===== config.mk =====
export PLATFORM = sky130hd
export DESIGN_NAME = dma_axi_w_burst
export DESIGN_NICKNAME = d
export VERILOG_FILES = /design/src/rtl/dma_axi_w_burst_pkg.sv /design/src/rtl/dma_axi_w_burst_fifo.sv /design/src/rtl/dma_axi_w_burst.sv
export SDC_FILE = /design/constraint.sdc
export NUM_CORES = 1
export LEC_CHECK = 0
export ABC_AREA = 1
export ABC_CLOCK_PERIOD_IN_PS = 5900
export CORE_MARGIN = 8
export CORE_UTILIZATION = 64
export CTS_CLUSTER_DIAMETER = 60
export DETAILED_ROUTE_END_ITERATION = 12
export DONT_BUFFER_PORTS = 1
export GPL_ROUTABILITY_DRIVEN = 0
export MAX_ROUTING_LAYER = met4
export PLACE_DENSITY = 0.79
export REMOVE_ABC_BUFFERS = 1
export SLEW_MARGIN = 0
export SYNTH_ARGS = -nofsm -noshare
export SYNTH_HDL_FRONTEND = slang
export SYNTH_SLANG_ARGS = --single-unit

===== constraint.sdc =====
create_clock -name clk -period 5.9 [get_ports clk]
set_input_delay 1.18 -clock clk [delete_from_list [all_inputs] [get_ports clk]]
set_output_delay 1.18 -clock clk [all_outputs]
set_load 0.03 [all_outputs]

===== src/rtl/dma_axi_w_burst_pkg.sv =====
// Shared AXI widths, fixed write-channel attribute values and the burst FSM state type
// for the DMA AXI write master.
package dma_axi_w_burst_pkg;

  localparam int AXI_ADDR_W  = 32;
  localparam int AXI_ID_W    = 4;
  localparam int AXI_LEN_W   = 8;
  localparam int AXI_SIZE_W  = 3;
  localparam int AXI_BURST_W = 2;
  localparam int AXI_LOCK_W  = 1;
  localparam int AXI_CACHE_W = 4;
  localparam int AXI_PROT_W  = 3;
  localparam int AXI_QOS_W   = 4;
  localparam int AXI_RESP_W  = 2;
  localparam int AXI_4K_W    = 12;

  localparam logic [AXI_RESP_W-1:0]  AXI_RESP_OKAY  = 2'b00;
  localparam logic [AXI_BURST_W-1:0] AXI_BURST_INCR = 2'b01;
  localparam logic [AXI_CACHE_W-1:0] AXI_CACHE_BUF  = 4'b0010;
  localparam logic [AXI_PROT_W-1:0]  AXI_PROT_DATA  = 3'b010;

  typedef enum logic [1:0] {
    W_IDLE = 2'd0,
    W_ADDR = 2'd1,
    W_DATA = 2'd2,
    W_RESP = 2'd3
  } w_state_e;

endpackage


===== src/rtl/dma_axi_w_burst_fifo.sv =====
// First-word fall-through synchronous FIFO holding {wstrb, wdata} between the
// stream input and the AXI W channel.
module dma_w_fifo #(
  parameter int WIDTH       = 36,
  parameter int FIFO_ADDR_W = 4
) (
  input  logic             clk,
  input  logic             rst,
  input  logic             push,
  input  logic [WIDTH-1:0] din,
  input  logic             pop,
  output logic [WIDTH-1:0] dout,
  output logic             full,
  output logic             empty
);

  localparam int DEPTH = 2 ** FIFO_ADDR_W;

  logic [WIDTH-1:0]     mem [DEPTH];
  logic [FIFO_ADDR_W:0] wr_ptr;
  logic [FIFO_ADDR_W:0] rd_ptr;
  logic                 do_push;
  logic                 do_pop;

  // Extra pointer MSB distinguishes full from empty when the index bits match.
  assign empty   = (wr_ptr == rd_ptr);
  assign full    = (wr_ptr[FIFO_ADDR_W] != rd_ptr[FIFO_ADDR_W]) &&
                   (wr_ptr[FIFO_ADDR_W-1:0] == rd_ptr[FIFO_ADDR_W-1:0]);
  assign do_pop  = pop & ~empty;
  assign do_push = push & (~full | do_pop);
  assign dout    = mem[rd_ptr[FIFO_ADDR_W-1:0]];

  always_ff @(posedge clk) begin
    if (do_push) begin
      mem[wr_ptr[FIFO_ADDR_W-1:0]] <= din;
    end
  end

  always_ff @(posedge clk or posedge rst) begin
    if (rst) begin
      wr_ptr <= '0;
      rd_ptr <= '0;
    end else begin
      if (do_push) wr_ptr <= wr_ptr + 1'b1;
      if (do_pop)  rd_ptr <= rd_ptr + 1'b1;
    end
  end

endmodule


===== src/rtl/dma_axi_w_burst.sv =====
// AXI4 write master: splits one DMA transfer into INCR bursts (<= MAX_BURST beats,
// never crossing 4KB) and feeds W beats from a stream-side FIFO.
module dma_axi_w_burst
  import dma_axi_w_burst_pkg::*;
#(
  parameter int ADDR_W      = AXI_ADDR_W,
  parameter int DMA_DATA_W  = 32,
  parameter int LEN_W       = 16,
  parameter int MAX_BURST   = 256,
  parameter int FIFO_ADDR_W = 4
) (
  input  logic                    clk,
  input  logic                    rst,
  input  logic                    start,
  input  logic [ADDR_W-1:0]       start_addr,
  input  logic [LEN_W-1:0]        xfer_len,
  output logic                    busy,
  output logic                    done,
  output logic                    error,
  input  logic                    valid,
  output logic                    ready,
  input  logic [DMA_DATA_W-1:0]   wdata,
  input  logic [DMA_DATA_W/8-1:0] wstrb,
  output logic [AXI_ID_W-1:0]     m_axi_awid,
  output logic [ADDR_W-1:0]       m_axi_awaddr,
  output logic [AXI_LEN_W-1:0]    m_axi_awlen,
  output logic [AXI_SIZE_W-1:0]   m_axi_awsize,
  output logic [AXI_BURST_W-1:0]  m_axi_awburst,
  output logic [AXI_LOCK_W-1:0]   m_axi_awlock,
  output logic [AXI_CACHE_W-1:0]  m_axi_awcache,
  output logic [AXI_PROT_W-1:0]   m_axi_awprot,
  output logic [AXI_QOS_W-1:0]    m_axi_awqos,
  output logic                    m_axi_awvalid,
  input  logic                    m_axi_awready,
  output logic [DMA_DATA_W-1:0]   m_axi_wdata,
  output logic [DMA_DATA_W/8-1:0] m_axi_wstrb,
  output logic                    m_axi_wlast,
  output logic                    m_axi_wvalid,
  input  logic                    m_axi_wready,
  input  logic [AXI_RESP_W-1:0]   m_axi_bresp,
  input  logic                    m_axi_bvalid,
  output logic                    m_axi_bready
);

  localparam int STRB_W = DMA_DATA_W / 8;
  localparam int AWSIZE = $clog2(STRB_W);
  localparam int BW     = $clog2(MAX_BURST) + 1;
  localparam int FW     = DMA_DATA_W + STRB_W;
  localparam int K4_W   = AXI_4K_W + 1;
  localparam logic [ADDR_W-1:0] LOW_MASK = ADDR_W'((1 << AWSIZE) - 1);

  w_state_e          state;
  logic [ADDR_W-1:0] addr;
  logic [LEN_W-1:0]  rem;
  logic [LEN_W-1:0]  len_q;
  logic [LEN_W-1:0]  beats_in;
  logic [BW-1:0]     blen;
  logic [BW-1:0]     beat;
  logic [ADDR_W-1:0] addr_next;
  logic [LEN_W-1:0]  rem_next;
  logic [ADDR_W-1:0] start_aligned;
  logic              fifo_full;
  logic              fifo_empty;
  logic              push;
  logic              pop;
  logic [FW-1:0]     fifo_dout;

  // Burst length limited by remaining beats, MAX_BURST and the distance to the next 4KB page.
  function automatic logic [BW-1:0] calc_blen(input logic [ADDR_W-1:0] a,
                                              input logic [LEN_W-1:0]  r);
    logic [K4_W-1:0] room;
    logic [K4_W-1:0] lim;
    room = (K4_W'(4096) - {1'b0, a[AXI_4K_W-1:0]}) >> AWSIZE;
    lim  = (room > K4_W'(MAX_BURST)) ? K4_W'(MAX_BURST) : room;
    if (32'(r) < 32'(lim)) calc_blen = BW'(r);
    else                   calc_blen = BW'(lim);
  endfunction

  assign start_aligned = start_addr & ~LOW_MASK;
  assign addr_next     = addr + (ADDR_W'(blen) << AWSIZE);
  assign rem_next      = rem - LEN_W'(blen);

  assign m_axi_awid    = '0;
  assign m_axi_awaddr  = addr;
  assign m_axi_awlen   = AXI_LEN_W'(blen - BW'(1));
  assign m_axi_awsize  = AXI_SIZE_W'(AWSIZE);
  assign m_axi_awburst = AXI_BURST_INCR;
  assign m_axi_awlock  = '0;
  assign m_axi_awcache = AXI_CACHE_BUF;
  assign m_axi_awprot  = AXI_PROT_DATA;
  assign m_axi_awqos   = '0;

  assign ready        = busy & ~fifo_full & (beats_in < len_q);
  assign push         = valid & ready;
  assign m_axi_wvalid = (state == W_DATA) & ~fifo_empty;
  assign m_axi_wlast  = (state == W_DATA) & (beat == blen - BW'(1));
  assign pop          = m_axi_wvalid & m_axi_wready;
  assign {m_axi_wstrb, m_axi_wdata} = fifo_dout;

  dma_w_fifo #(
    .WIDTH       (FW),
    .FIFO_ADDR_W (FIFO_ADDR_W)
  ) u_fifo (
    .clk   (clk),
    .rst   (rst),
    .push  (push),
    .din   ({wstrb, wdata}),
    .pop   (pop),
    .dout  (fifo_dout),
    .full  (fifo_full),
    .empty (fifo_empty)
  );

  always_ff @(posedge clk or posedge rst) begin
    if (rst) begin
      state         <= W_IDLE;
      busy          <= 1'b0;
      done          <= 1'b0;
      error         <= 1'b0;
      m_axi_awvalid <= 1'b0;
      m_axi_bready  <= 1'b0;
      addr          <= '0;
      rem           <= '0;
      len_q         <= '0;
      beats_in      <= '0;
      blen          <= '0;
      beat          <= '0;
    end else begin
      done <= 1'b0;
      if (push) beats_in <= beats_in + LEN_W'(1);
      case (state)
        W_IDLE: begin
          if (start) begin
            addr     <= start_aligned;
            rem      <= xfer_len;
            len_q    <= xfer_len;
            beats_in <= '0;
            error    <= 1'b0;
            if (xfer_len == '0) begin
              done <= 1'b1;
            end else begin
              busy          <= 1'b1;
              blen          <= calc_blen(start_aligned, xfer_len);
              m_axi_awvalid <= 1'b1;
              state         <= W_ADDR;
            end
          end
        end
        W_ADDR: begin
          if (m_axi_awready) begin
            m_axi_awvalid <= 1'b0;
            beat          <= '0;
            state         <= W_DATA;
          end
        end
        W_DATA: begin
          if (pop) begin
            beat <= beat + BW'(1);
            if (m_axi_wlast) begin
              m_axi_bready <= 1'b1;
              state        <= W_RESP;
            end
          end
        end
        W_RESP: begin
          if (m_axi_bvalid) begin
            m_axi_bready <= 1'b0;
            error        <= error | (m_axi_bresp != AXI_RESP_OKAY);
            rem          <= rem_next;
            addr         <= addr_next;
            // Errors never abort: remaining bursts are still issued.
            if (rem_next != '0) begin
              blen          <= calc_blen(addr_next, rem_next);
              m_axi_awvalid <= 1'b1;
              state         <= W_ADDR;
            end else begin
              done  <= 1'b1;
              busy  <= 1'b0;
              state <= W_IDLE;
            end
          end
        end
        default: state <= W_IDLE;
      endcase
    end
  end

endmodule

# Word level (Yosys, flattened, before mapping)
# Memory sizes are Yosys's and may differ from the RTL's.
# Index checks and enable logic that the tools add are counted.
[totals] reg_bits=115 mem_bits_rw=576 in_bits=93 output_inout_bits=105 wordCells=125 memories=1
[op_classes] addsub=9 order_cmp=5 eq_ne=15 mux=52 bitwise=12 n_reduce_logical=17
[mem_list] name="u_fifo.mem" depth=16 width=36 rd=1 rd_ports_with_merged_regs=0 wr=1 line_no="dma_axi_w_burst_fifo.sv:19" text="logic [WIDTH-1:0] mem [DEPTH];"
[ops] cell="$mux 16" n=5
[ops] cell="$mux 9" n=8
[ops] cell="$mux 32" n=2
[ops] cell="$pmux 32 s2" n=1
[ops] cell="$pmux 9 s2" n=2
[ops] cell="$add 32x11->32" n=1
[ops] cell="$lt 16x11->1" n=2
[ops] cell="$pmux 16 s2" n=1
[ops] cell="$sub 13x12->13 const A" n=2
[ops] cell="$gt 11x9->1 const B" n=2
[ops] cell="$mux 11" n=2
[ops] cell="$mux 1" n=19
[ops] cell="$add 16x1->16 const B" n=1
[ops] cell="$logic_not 16->1" n=1
[ops] cell="$lt 16x16->1" n=1
[ops] cell="$reduce_bool 16->1" n=1
[ops] cell="$sub 16x9->16" n=1
[ops] cell="$ne 2x2->1 const B" n=7
[ops] cell="$mux 2" n=6
[ops] cell="$reduce_and 6->1" n=2
[ops] cell="$add 5x1->5 const B" n=2
[ops] cell="$reduce_and 5->1" n=2
[ops] cell="$add 9x1->9 const B" n=1
[ops] cell="$eq 9x9->1" n=1
[ops] cell="other kinds (20)" n=37

# Depth between registers and ports, before layout
[depth] ltp_word=9 ltp_mapped=31

# Modules after synthesis
# From an unflattened synthesis, not the netlist that was laid out.
[hier_totals] hier_cells=3105 hier_area_um2=31941.9
[by_module_without_submodules] module="dma_w_fifo" n_inst=1 cells_per_inst=1864 area_per_inst_um2=23384.9
[by_module_without_submodules] module="dma_axi_w_burst" n_inst=1 cells_per_inst=1241 area_per_inst_um2=8557.0

# Least setup slack after synthesis
# Ideal clock, no wire load.
[synth_timing] path_type="register -> register" startpoint="reg beats_in[3]" endpoint="mem u_fifo.mem[11][0], enable pin" setup_ps=429 t_arrival_ps=3654 t_required_ps=5471 setup_slack_ps=1817 stages_incl_launch_ff=13 n_path_buf=2 period_less_slack_ps=4083 path_cell_list="dfrtp_1 > ha_1 > a21oi_1 > o21ai_0 > nand4_1 > o211ai_1 > a31oi_1 > nand2_1 > nor2_1 > clkbuf_1 > clkbuf_1 > nand3_1 > nor2_1"
[synth_via] elab_chain_cells=6
[synth_rtl] element="start: declaration" line_no="dma_axi_w_burst.sv:56" text="logic [LEN_W-1:0] beats_in;"
[synth_rtl] element="start signal: assignment" line_no="dma_axi_w_burst.sv:130" text="if (push) beats_in <= beats_in + LEN_W'(1);"
[synth_rtl] element="$lt 16x16->1" line_no="dma_axi_w_burst.sv:93" text="assign ready = busy & ~fifo_full & (beats_in < len_q);"
[synth_rtl] element="$and 1x1->1" line_no="dma_axi_w_burst.sv:93"
[synth_rtl] element="$and 1x1->1" line_no="dma_axi_w_burst.sv:94" text="assign push = valid & ready;"
[synth_rtl] element="$and 1x1->1" line_no="dma_axi_w_burst_fifo.sv:30" text="assign do_push = push & (~full | do_pop);"
[synth_rtl] element="$mux 1" line_no="dma_axi_w_burst_fifo.sv:34" text="if (do_push) begin"
[synth_rtl] element="$mux 1 (not written as such)" line_no="dma_axi_w_burst_fifo.sv:35" text="mem[wr_ptr[FIFO_ADDR_W-1:0]] <= din;"
[synth_rtl] element="end: declaration" line_no="dma_axi_w_burst_fifo.sv:19"
# Every way passes these cells.

# Final worst setup path
[layout_timing] startpoint="reg blen[0]" endpoint="out m_axi_wlast"
[layout_via] elab_chain_cells=3
[layout_rtl] element="start: declaration" line_no="dma_axi_w_burst.sv:57" text="logic [BW-1:0] blen;"
[layout_rtl] element="start signal: assignment" line_no="dma_axi_w_burst.sv:143" text="blen <= calc_blen(start_aligned, xfer_len);"
[layout_rtl] element="start signal: assignment" line_no="dma_axi_w_burst.sv:173" text="blen <= calc_blen(addr_next, rem_next);"
[layout_rtl] element="$sub 9x1->9" line_no="dma_axi_w_burst.sv:96" text="assign m_axi_wlast = (state == W_DATA) & (beat == blen - BW'(1));"
[layout_rtl] element="via m_axi_awlen[0]" line_no="dma_axi_w_burst.sv:26" text="output logic [AXI_LEN_W-1:0] m_axi_awlen,"
[layout_rtl] element="$eq 9x9->1" line_no="dma_axi_w_burst.sv:96"
[layout_rtl] element="$and 1x1->1" line_no="dma_axi_w_burst.sv:96"
[layout_rtl] element="end: declaration" line_no="dma_axi_w_burst.sv:37" text="output logic m_axi_wlast,"
# The timed path passes the listed nets, and every way through them passes these cells.

==> results_dict.tcl <==
set metrics [dict create \
    synth_edf_count 576 \
    drcViolationCount 0 \
    yosysWarnings 0 \
    syn_inst 2785 \
    p_total_uw 19690 \
    power_leakage_uw 0.01272 \
    switching_share_pct 43.77 \
    end_kind "output pin" \
    fin_crit_ps 5142 \
    wl_per_cell_um 21.89 \
    synth_simple_gate_area_share_pct 14.00 \
    peakVddDrop_mv 0.3661 \
    dp_hpwl_um 44290 \
    clkSlewWorstSetupHoldPaths_ps 60 \
    final_util_pct 70.43 \
    final.setup.tns_ps 0 \
    cp.arrival_ps 3960 \
    slew_headroom_pct 21.08 \
    path_max_fanout 5 \
    antenna_found_initial 1 \
    power_frac_clock_pct 22.7 \
    rows 81 \
    setup_viol 0 \
    outcome "complete, no violations" \
    synth_fa_ha_area_share_pct 2.889 \
    final_cell_mix "576 x edfxtp_1, 425 x nor2_1, 332 x nand2_1, 248 x o21ai_0, 185 x inv_1" \
    post_cts_resized 0 \
    drt_iter0_drc 2222 \
    drive_above_1_share_pct 7.687 \
    p_comb_share_pct 42.4 \
    fmax_ghz 0.1945 \
    ys.flop_type "edfxtp_1" \
    cts_sinks 689 \
    cts_buffer_depth 3 \
    start_kind "flip-flop" \
    die_w_um 237.0 \
    maxSlewViolCount 0 \
    p_seq_share_pct 34.9 \
    grt_usage_pct 26.85 \
    rsz0062_at_grt "no" \
    worstPathRequired_ps 4720 \
    grt_first_pass_wirelength_um 115500 \
    root_buffer "clkbuf_16" \
    ioPinCount 198 \
    io_buffers 0 \
    htreeDepth 3 \
    viasPerCell 6.308 \
    synth_compound_area_share_pct 10.66 \
    wl_um 75140 \
    yosysSeqAreaShare_pct 64.36 \
    synthXorXnorAreaFrac_pct 1.485 \
    synthMuxAreaShare_pct 1.985 \
    tightestPinTransition_ps 1181 \
    cts_hold_buf 0 \
    fp.coreArea_mm2 0.04855 \
    synth.distinct_cells 55 \
    antenna_left 0 \
    syn_area_mm2 0.03127 \
    synth_top_family_by_area "simple AND/OR/NAND/NOR gates" \
    post_cts_buffers 0 \
    antennaDiodeCount 0 \
    drtPass1Iterations 6 \
    die_h_um 237.0 \
    grt_remaining_overflow 0 \
    grt_pass1_vias 20891 \
    intPower_uw 11070 \
    hp-class "flip-flop to flip-flop" \
    clk_latency_ps 620 \
    vias 21648 \
    cts_buffers 70 \
    p_per_area_mw_per_mm2 575.8 \
    grt_max_degree 219 \
    fp.dieArea_mm2 0.05619 \
    final.setup_skew_ps 17.60 \
    layout_commonest_cell "edfxtp_1" \
    p_sw_uw 8618 \
    avgSynthCellArea_um2 11.23 \
    max_cap_viol_count 0 \
    synth-async-reset-ratio_pct 16.40 \
    cts_tree "yes" \
    nNetsFinal 2918 \
    final.period_utilization_pct 87.16 \
    syn_to_final_growth_pct 9.351 \
    ys_ff_latch 689 \
    hold_violations 0 \
    initial_utilization_pct 64.41 \
    path_class "flip-flop to output pin" \
]
metrics by stage:
stage	setup slack (ps)	instance area, um^2	hold WS (ps)	instances
6_report	757.7	34190	486.0	3432
5_1_grt	622.5	34190	500.8	3432
4_1_cts	767.3	34190	486.1	3432
3_5_place_dp	1420	31870	474.1	3304
3_3_place_gp	1470	31870	469.1	3304
2_1_floorplan	-5457	30660	453.0	2650
cell usage after synthesis (13+ instances only):
cell type | instances | area (um^2)
inv_1 | 187 | 701.9
o211ai_1 | 19 | 142.6
ha_1 | 69 | 863.3
clkbuf_1 | 116 | 435.4
nand4_1 | 24 | 150.1
xor2_1 | 50 | 437.9
o22ai_1 | 13 | 81.33
buf_1 | 15 | 56.30
a21oi_1 | 75 | 375.4
edfxtp_1 | 576 | 17300
dfrtp_1 | 113 | 2828
o32ai_1 | 82 | 718.2
o21ai_0 | 248 | 1241
o221ai_1 | 63 | 551.8
nand2_1 | 332 | 1246
nand3_1 | 145 | 725.7
nor3_1 | 21 | 105.1
buf_4 | 24 | 180.2
mux2i_1 | 62 | 620.6
nand2_2 | 13 | 81.33
nor2_1 | 443 | 1663
flip-flops by register name (all words and copies together) (netlist names):
register and count:
state 2, m_axi_bready 1, u_fifo.rd_ptr 5, done 1, beats_in 16, busy 1, beat 9, rem 16
blen 9, error 1, m_axi_awaddr 30, len_q 16, m_axi_awvalid 1, u_fifo.wr_ptr 5, u_fifo.mem 576
worst max-delay path, stage by stage (launching register included):
cell and delay (ps):
dfrtp_1 450, inv_1 350, ha_1 260, nand2_1 70
nor2_1 190, xor2_1 680, xor2_1 130, nor4_1 250
nand4_1 270, nor2_1 690
final timing paths:
path | end | slack [ps] | cells after the start | from
worst max-delay path | m_axi_wlast | 760 | 9 | blen[0]$_DFFE_PP0P_
worst min-delay path | len_q[11]$_DFFE_PP0P_ | 490 | 2 | len_q[11]$_DFFE_PP0P_
worst max register to register | blen[7]$_DFFE_PP0P_ | 1550 | 27 | m_axi_awaddr[2]$_DFFE_PP0P_
worst min register to register | len_q[11]$_DFFE_PP0P_ | 490 | 2 | len_q[11]$_DFFE_PP0P_
max in group asynchronous | m_axi_awaddr[18]$_DFFE_PP0P_ | 4100 | 2 | rst
min in group asynchronous | beats_in[4]$_DFF_PP0_ | 650 | 1 | rst
power by group through the flow:
stage	combinational, uW	clock (uW)	sequential [uW]
6_report	8350	4460	6880
5_1_grt	9190	4690	6940
4_1_cts	8290	4490	6870
3_5_place_dp	8220	0	6960
3_3_place_gp	7910	0	6920
2_1_floorplan	6040	0	7060
cells by family after synthesis:
kind of cell | after synthesis
flip-flops | 689
AND/OR/NAND/NOR | 1024
AO/OA/AOI/OAI | 529
buffers and inverters | 355
multiplexers | 62
XOR/XNOR | 53
adder cells (fa/ha/maj) | 71
other | 2
layout make-up:
cell class	instances	area (um^2)
flip-flops and latches	689	20130
fillers	3236	14350
multi-input cells	1766	9945
clock buffers	93	1912
well taps	622	778.2
inverters	195	739.5
clock inverters	35	407.9
repair buffers	32	277.8
routing by layer:
metal  up-vias  wire, um  track usage [%]
met1     10684     30770            34.87
met5         -         0                -
li1       9861         -                -
met3       173      5747            4.604
met4         0      2331            9.923
met2       930     36290            42.61
Note: power is estimated with default switching activity, not from simulation.
==> RTL edit 1: new RTL, same settings <==
Set the package constant `AXI_ADDR_W` to 64 (it was 32).
--- a/src/rtl/dma_axi_w_burst_pkg.sv
+++ b/src/rtl/dma_axi_w_burst_pkg.sv
@@ -2,7 +2,7 @@
 // for the DMA AXI write master.
 package dma_axi_w_burst_pkg;
 
-  localparam int AXI_ADDR_W  = 32;
+  localparam int AXI_ADDR_W  = 64;
   localparam int AXI_ID_W    = 4;
   localparam int AXI_LEN_W   = 8;
   localparam int AXI_SIZE_W  = 3;
Interface: changed (resized m_axi_awaddr and start_addr); port bits go from 198 to 262. The function was not compared with the original's and may differ.
==> RTL edit 1 against the original RTL <==
  * Design area up 7.3%
  * Power rose by 4.4%
  * Die area increased by 7.0%
  * Setup slack improved by 0.23 ns
  * Wire length rose by 12%
  * Area after synthesis increased by 7.5%
  * Sequential cell count up 32
  * Fmax grew 4.7%
  * Sequential share of layout area shrank 1.8 points
  * First-iteration DRC count is 19% higher
  * Via count up 12%
  * Hold slack improved by 0.0024 ns
  * Register-to-register slack lost 0.09 ns
==> RTL edit 1: results (changes against the original RTL) <==
worst_setup_path:
  critical_path_arrival_ns: 3.73  # was 3.96 ns
  r2r_setup_slack_ns: 1.46  # was 1.55 ns
  timing.critical_path.fanout_max: 220  # was 5
  ff2ff_path_depth: 12  # was 27
  critical_path.reg2reg.endpoint: "u_fifo.mem[10][31]$_DFFE_PP_"  # was blen[7]$_DFFE_PP0P_
  startpoint: "u_fifo.rd_ptr[0]$_DFFE_PP0P_"  # was blen[0]$_DFFE_PP0P_
route:
  wl_per_instance_um: 21.9  # about the same
  total_number_of_vias: 24346  # was 21,648
  detailedRoute.firstIterationViolations: 2648  # was 2,222
  totalWireLength_um: 83900  # was 75,100 um
cells_and_area:
  design.final.nets: 3285  # was 2,918
  drive_above_1_share_pct: 7.37  # was 7.69%
logic_synthesis:
  adder_cell_area_share_of_the_yosys_netlist_pct: 2.69  # was 2.89%
  synth.mux.area_fraction_pct: 1.76  # was 1.98%
  top_post_synthesis_cells_by_count: "576 x edfxtp_1, 488 x nor2_1, 391 x nand2_1, 273 x o21ai_0, 216 x inv_1"  # was 576 x edfxtp_1, 443 x nor2_1, 332 x nand2_1, 248 x o21ai_0, 187 x inv_1
  ys_seq_area_share_pct: 62.3  # was 64.4%
  synth.area.top_cells: "edfxtp_1 51%, dfrtp_1 11%, nor2_1 5.4%"  # was edfxtp_1 55%, dfrtp_1 9.0%, nor2_1 5.3%
  synth_compound_gate_area_share_pct: 11.1  # was 10.7%
  netlist_instances: 3130  # was 2,785
  async_reset_ff_share_pct: 20.1  # was 16.4%
  synth-xor-area-share_pct: 1.85  # was 1.48%
grt:
  grtUsageMet3_pct: 7.18  # was 4.60%
  grt_first_pass_wirelength_um: 130000  # was 116,000 um
  grt_start_max_net_pins: 292  # was 219
  antenna_found_initial: 2  # was 1
  grtUsageTotal_pct: 28.0  # was 26.9%
  global_route.usage.met2_pct: 44.1  # was 42.6%
  use_met1_pct: 34.2  # was 34.9%
hold_path:
  worstHoldPathCells: 1  # was 2
  hold_path.startpoint: "u_fifo.wr_ptr[4]$_DFFE_PP0P_"  # was len_q[11]$_DFFE_PP0P_
  min_delay_worst_endpoint: "u_fifo.wr_ptr[4]$_DFFE_PP0P_"  # was len_q[11]$_DFFE_PP0P_
clocking:
  cts-buffers-inserted: 77  # was 70
  worst_skew_pair.late_latency_ns: 0.62  # about the same
  bufs_on_longest_clock_path: 3  # unchanged
  ctsHtreeMaxLevel: 3  # unchanged
  worst_setup_hold_path_clk_slew_ns: 0.06  # about the same
placement:
  numPlacedInstances: 3698  # was 3,304
  detailed_place_hpwl_um: 50500  # was 44,300 um
  dpl_cell_area_um2: 34200  # was 31,900 um^2
power:
  p_sw_uw: 9190  # was 8620 uW
  ir_worst_vdd_uv: 587  # was 366 uV
  static-leakage-power_uw: 0.0137  # was 0.0127 uW
status:
  run_status: "complete, no violations"  # unchanged
sta:
  hold_viol: 0  # unchanged
  fin_hold_ws_ns: 0.488  # was 0.486 ns
  maxSlewHeadroom_pct: 18.7  # was 21.1%
  finClkSkew_ns: 0.0251  # was 0.0176 ns
[RTL edit 1: cell types whose count changed after synthesis, moves of 25 or more]
cell     unedited run  this run
nand2_1           332       391
nor2_1            443       488
dfrtp_1           113       145
inv_1             187       216
nor3_1             21        47
o21ai_0           248       273
[RTL edit 1: area by class of cell]
cell class	instances	area [um^2]
diodes	3	7.51
clock buffers	101	2080
clock inverters	35	380
fillers	3527	15500
inverters	234	888
multi-input cells	2026	11300
flip-flops and latches	721	20900
well taps	688	861
repair buffers	29	255
[RTL edit 1: metrics by stage]
step	power (uW)	utilization (%)
2_1_floorplan	13800	-
3_3_place_gp	15500	65.5
3_5_place_dp	15800	65.5
4_1_cts	20500	70.2
5_1_grt	21800	70.3
6_report	20600	70.3
[RTL edit 1: metal layers]
layer  share of wire (%)  vias up
met1                  38    11872
met2                  48     1184
met4                 4.2        0
met3                  10      247
met5                   0        -
li1                    -    11043
[RTL edit 1: cell families after synthesis]
kind of cell / Yosys count
buffers and inverters: 408
adders and majority gates: 71
other: 2
xor gates and xnor gates: 70
DFF: 721
muxes: 59
AOI/OAI and AO/OA: 601
and+or+nand+nor: 1198
[RTL edit 1: how the worst max path moves through the flow]
stage	cells after the start	slack [ns]	end
after detailed placement	12	1.46	u_fifo.mem[10][5]$_DFFE_PP_
after global routing	5	0.78	m_axi_wdata[1]
final	5	0.99	m_axi_wdata[13]
after global placement	12	1.55	u_fifo.mem[10][32]$_DFFE_PP_
after floorplan	5	-7.65	m_axi_wdata[13]
after CTS	5	1.01	m_axi_wdata[1]
[RTL edit 1: worst max-delay path, stage by stage, from the launching register on]
cell,delay (ns)
dfrtp_4,0.99
buf_12,0.69
o21ai_0,0.28
o221ai_1,0.30
o211ai_1,0.16
nand3_1,0.35
[RTL edit 1: power groups by stage]
stage | clock network (uW) | logic [uW] | registers, uW
after detailed placement | 0 | 8420 | 7390
after floorplan | 0 | 6310 | 7450
final | 4690 | 8570 | 7300
after global routing | 4930 | 9480 | 7360
after global placement | 0 | 8100 | 7360
after CTS | 4720 | 8500 | 7290
==> RTL edit 2: new RTL, same settings <==
Made on the original files. Reset style: synchronous (`rst`), changed in 2 clocked blocks.
--- a/src/rtl/dma_axi_w_burst_fifo.sv
+++ b/src/rtl/dma_axi_w_burst_fifo.sv
@@ -36,7 +36,7 @@
     end
   end
 
-  always_ff @(posedge clk or posedge rst) begin
+  always_ff @(posedge clk) begin
     if (rst) begin
       wr_ptr <= '0;
       rd_ptr <= '0;
--- a/src/rtl/dma_axi_w_burst.sv
+++ b/src/rtl/dma_axi_w_burst.sv
@@ -111,7 +111,7 @@
     .empty (fifo_empty)
   );
 
-  always_ff @(posedge clk or posedge rst) begin
+  always_ff @(posedge clk) begin
     if (rst) begin
       state         <= W_IDLE;
       busy          <= 1'b0;
Formal check against the unedited RTL: differs if rst is asserted again (counterexample within 4 cycles, from zero or initial values and one cycle with rst high); with rst held inactive, the same outputs for 4 cycles.
==> RTL edit 2 against the original RTL <==
  * Area after synthesis is 1.2% higher
  * Non-clock buffer count up 4
  * Wire length is 1.3% higher
  * Power is 26% lower
  * Design area is 1.1% higher
  * Sequential cell count rose by 4
  * Critical path depth did not move
  * Setup slack worse by 0.030 ns
  * First-iteration DRC count is 1.1% lower
  * Largest cell class unchanged
  * Largest power group is now sequential cells
==> RTL edit 2: results (changes against the original RTL) <==
status:
  run_status: "complete, no violations"  # unchanged
cells_and_area:
  fillers: 3382  # was 3,236
  non_clock_inverter_count: 308  # was 195
  multi_input_area_um2: 10300  # was 9940 um^2
  design.final.nets: 2978  # was 2,918
  layout.clock.cell_area_share_pct: 6.58  # was 6.78%
  final.signal_buffer_count: 36  # was 32
  layout.comb_gates.multi_input: 1703  # was 1,766
worst_setup_path:
  critical_path_arrival_ns: 3.99  # was 3.96 ns
  startpoint: "blen[0]$_SDFFE_PP0P_"  # was blen[0]$_DFFE_PP0P_
grt:
  grt_first_pass_wirelength_um: 116000  # about the same
  via_count_of_the_first_global_routing_pass: 21102  # was 20,891
  use_met1_pct: 33.6  # was 34.9%
  grtUsageTotal_pct: 26.9  # about the same
logic_synthesis:
  adder_cell_area_share_of_the_yosys_netlist_pct: 2.86  # was 2.89%
  synth.area.top_cells: "edfxtp_1 55%, dfxtp_1 7.4%, mux2i_1 4.6%"  # was edfxtp_1 55%, dfrtp_1 9.0%, nor2_1 5.3%
  synth-xor-area-share_pct: 1.47  # was 1.48%
  top_post_synthesis_cells_by_count: "576 x edfxtp_1, 300 x inv_1, 290 x nand2_1, 267 x a21oi_1, 264 x o21ai_0"  # was 576 x edfxtp_1, 443 x nor2_1, 332 x nand2_1, 248 x o21ai_0, 187 x inv_1
  ys_seq_area_share_pct: 62.1  # was 64.4%
route:
  total_number_of_vias: 21660  # was 21,648
  route.met3.wl_um: 6770  # was 5750 um
  dr_wl_met2_um: 36300  # about the same
placement:
  detailed_place_hpwl_um: 45100  # was 44,300 um
sta:
  finClkSkew_ns: 0.0192  # was 0.0176 ns
hold_path:
  hold_path.startpoint: "len_q[15]$_SDFFE_PP0P_"  # was len_q[11]$_DFFE_PP0P_
clocking:
  cts-buffers-inserted: 72  # was 70
power:
  ir_worst_vdd_uv: 357  # was 366 uV
RTL edit 2: changes by cell type after synthesis, moves of 16 or more:
| cell | unedited run | this run |
|---|---|---|
| dfrtp_1 | 113 | 0 |
| nor2_1 | 443 | 156 |
| a21oi_1 | 75 | 267 |
| dfxtp_1 | 0 | 117 |
| o211ai_1 | 19 | 160 |
| nand3_1 | 145 | 114 |
| o221ai_1 | 63 | 3 |
| inv_1 | 187 | 300 |
| nand2_1 | 332 | 290 |
| o21ai_0 | 248 | 264 |
| o32ai_1 | 82 | 0 |
| mux2i_1 | 62 | 144 |
RTL edit 2: cells by family (layout without fill, tap and decap cells):
kind of cell,count (synthesis),count (layout)
fa+ha+maj,71,71
xor+xnor,53,53
simple gates,670,670
buf+inv,472,471
compound gates,738,738
flops,693,693
mux,144,144
other cells,2,29
RTL edit 2: worst paths after layout:
check	depth (start not counted)	to	slack [ns]
max	9	m_axi_wlast	0.73
min	2	len_q[15]$_SDFFE_PP0P_	0.46
max reg2reg	27	blen[1]$_SDFFE_PP0P_	1.59
min reg2reg	2	len_q[15]$_SDFFE_PP0P_	0.46
RTL edit 2: worst max-delay path, cell delays in order (launching register included):
cell	delay [ns]
dfxtp_1	0.46
inv_1	0.25
ha_1	0.31
xor2_1	0.66
o21ai_0	0.16
a21oi_1	0.16
nand2_1	0.06
a2111oi_0	0.40
o211ai_1	0.29
nor2_1	0.65
RTL edit 2: metrics by stage:
step                      worst slack, ns  TNS (ns)
after detailed placement             1.35         0
after CTS                           0.716         0
after floorplan                     -5.59   -200.21
after global routing                0.555         0
after global placement               1.43         0
final                               0.728         0
RTL edit 2: power breakdown:
group	total, uW	leakage (uW)	switching (uW)	internal [uW]
clock network	4360	0.00110	1850	2510
logic	4260	0.00484	2920	1350
registers	6030	0.00614	460	5570
total	14600	0.0121	5220	9420
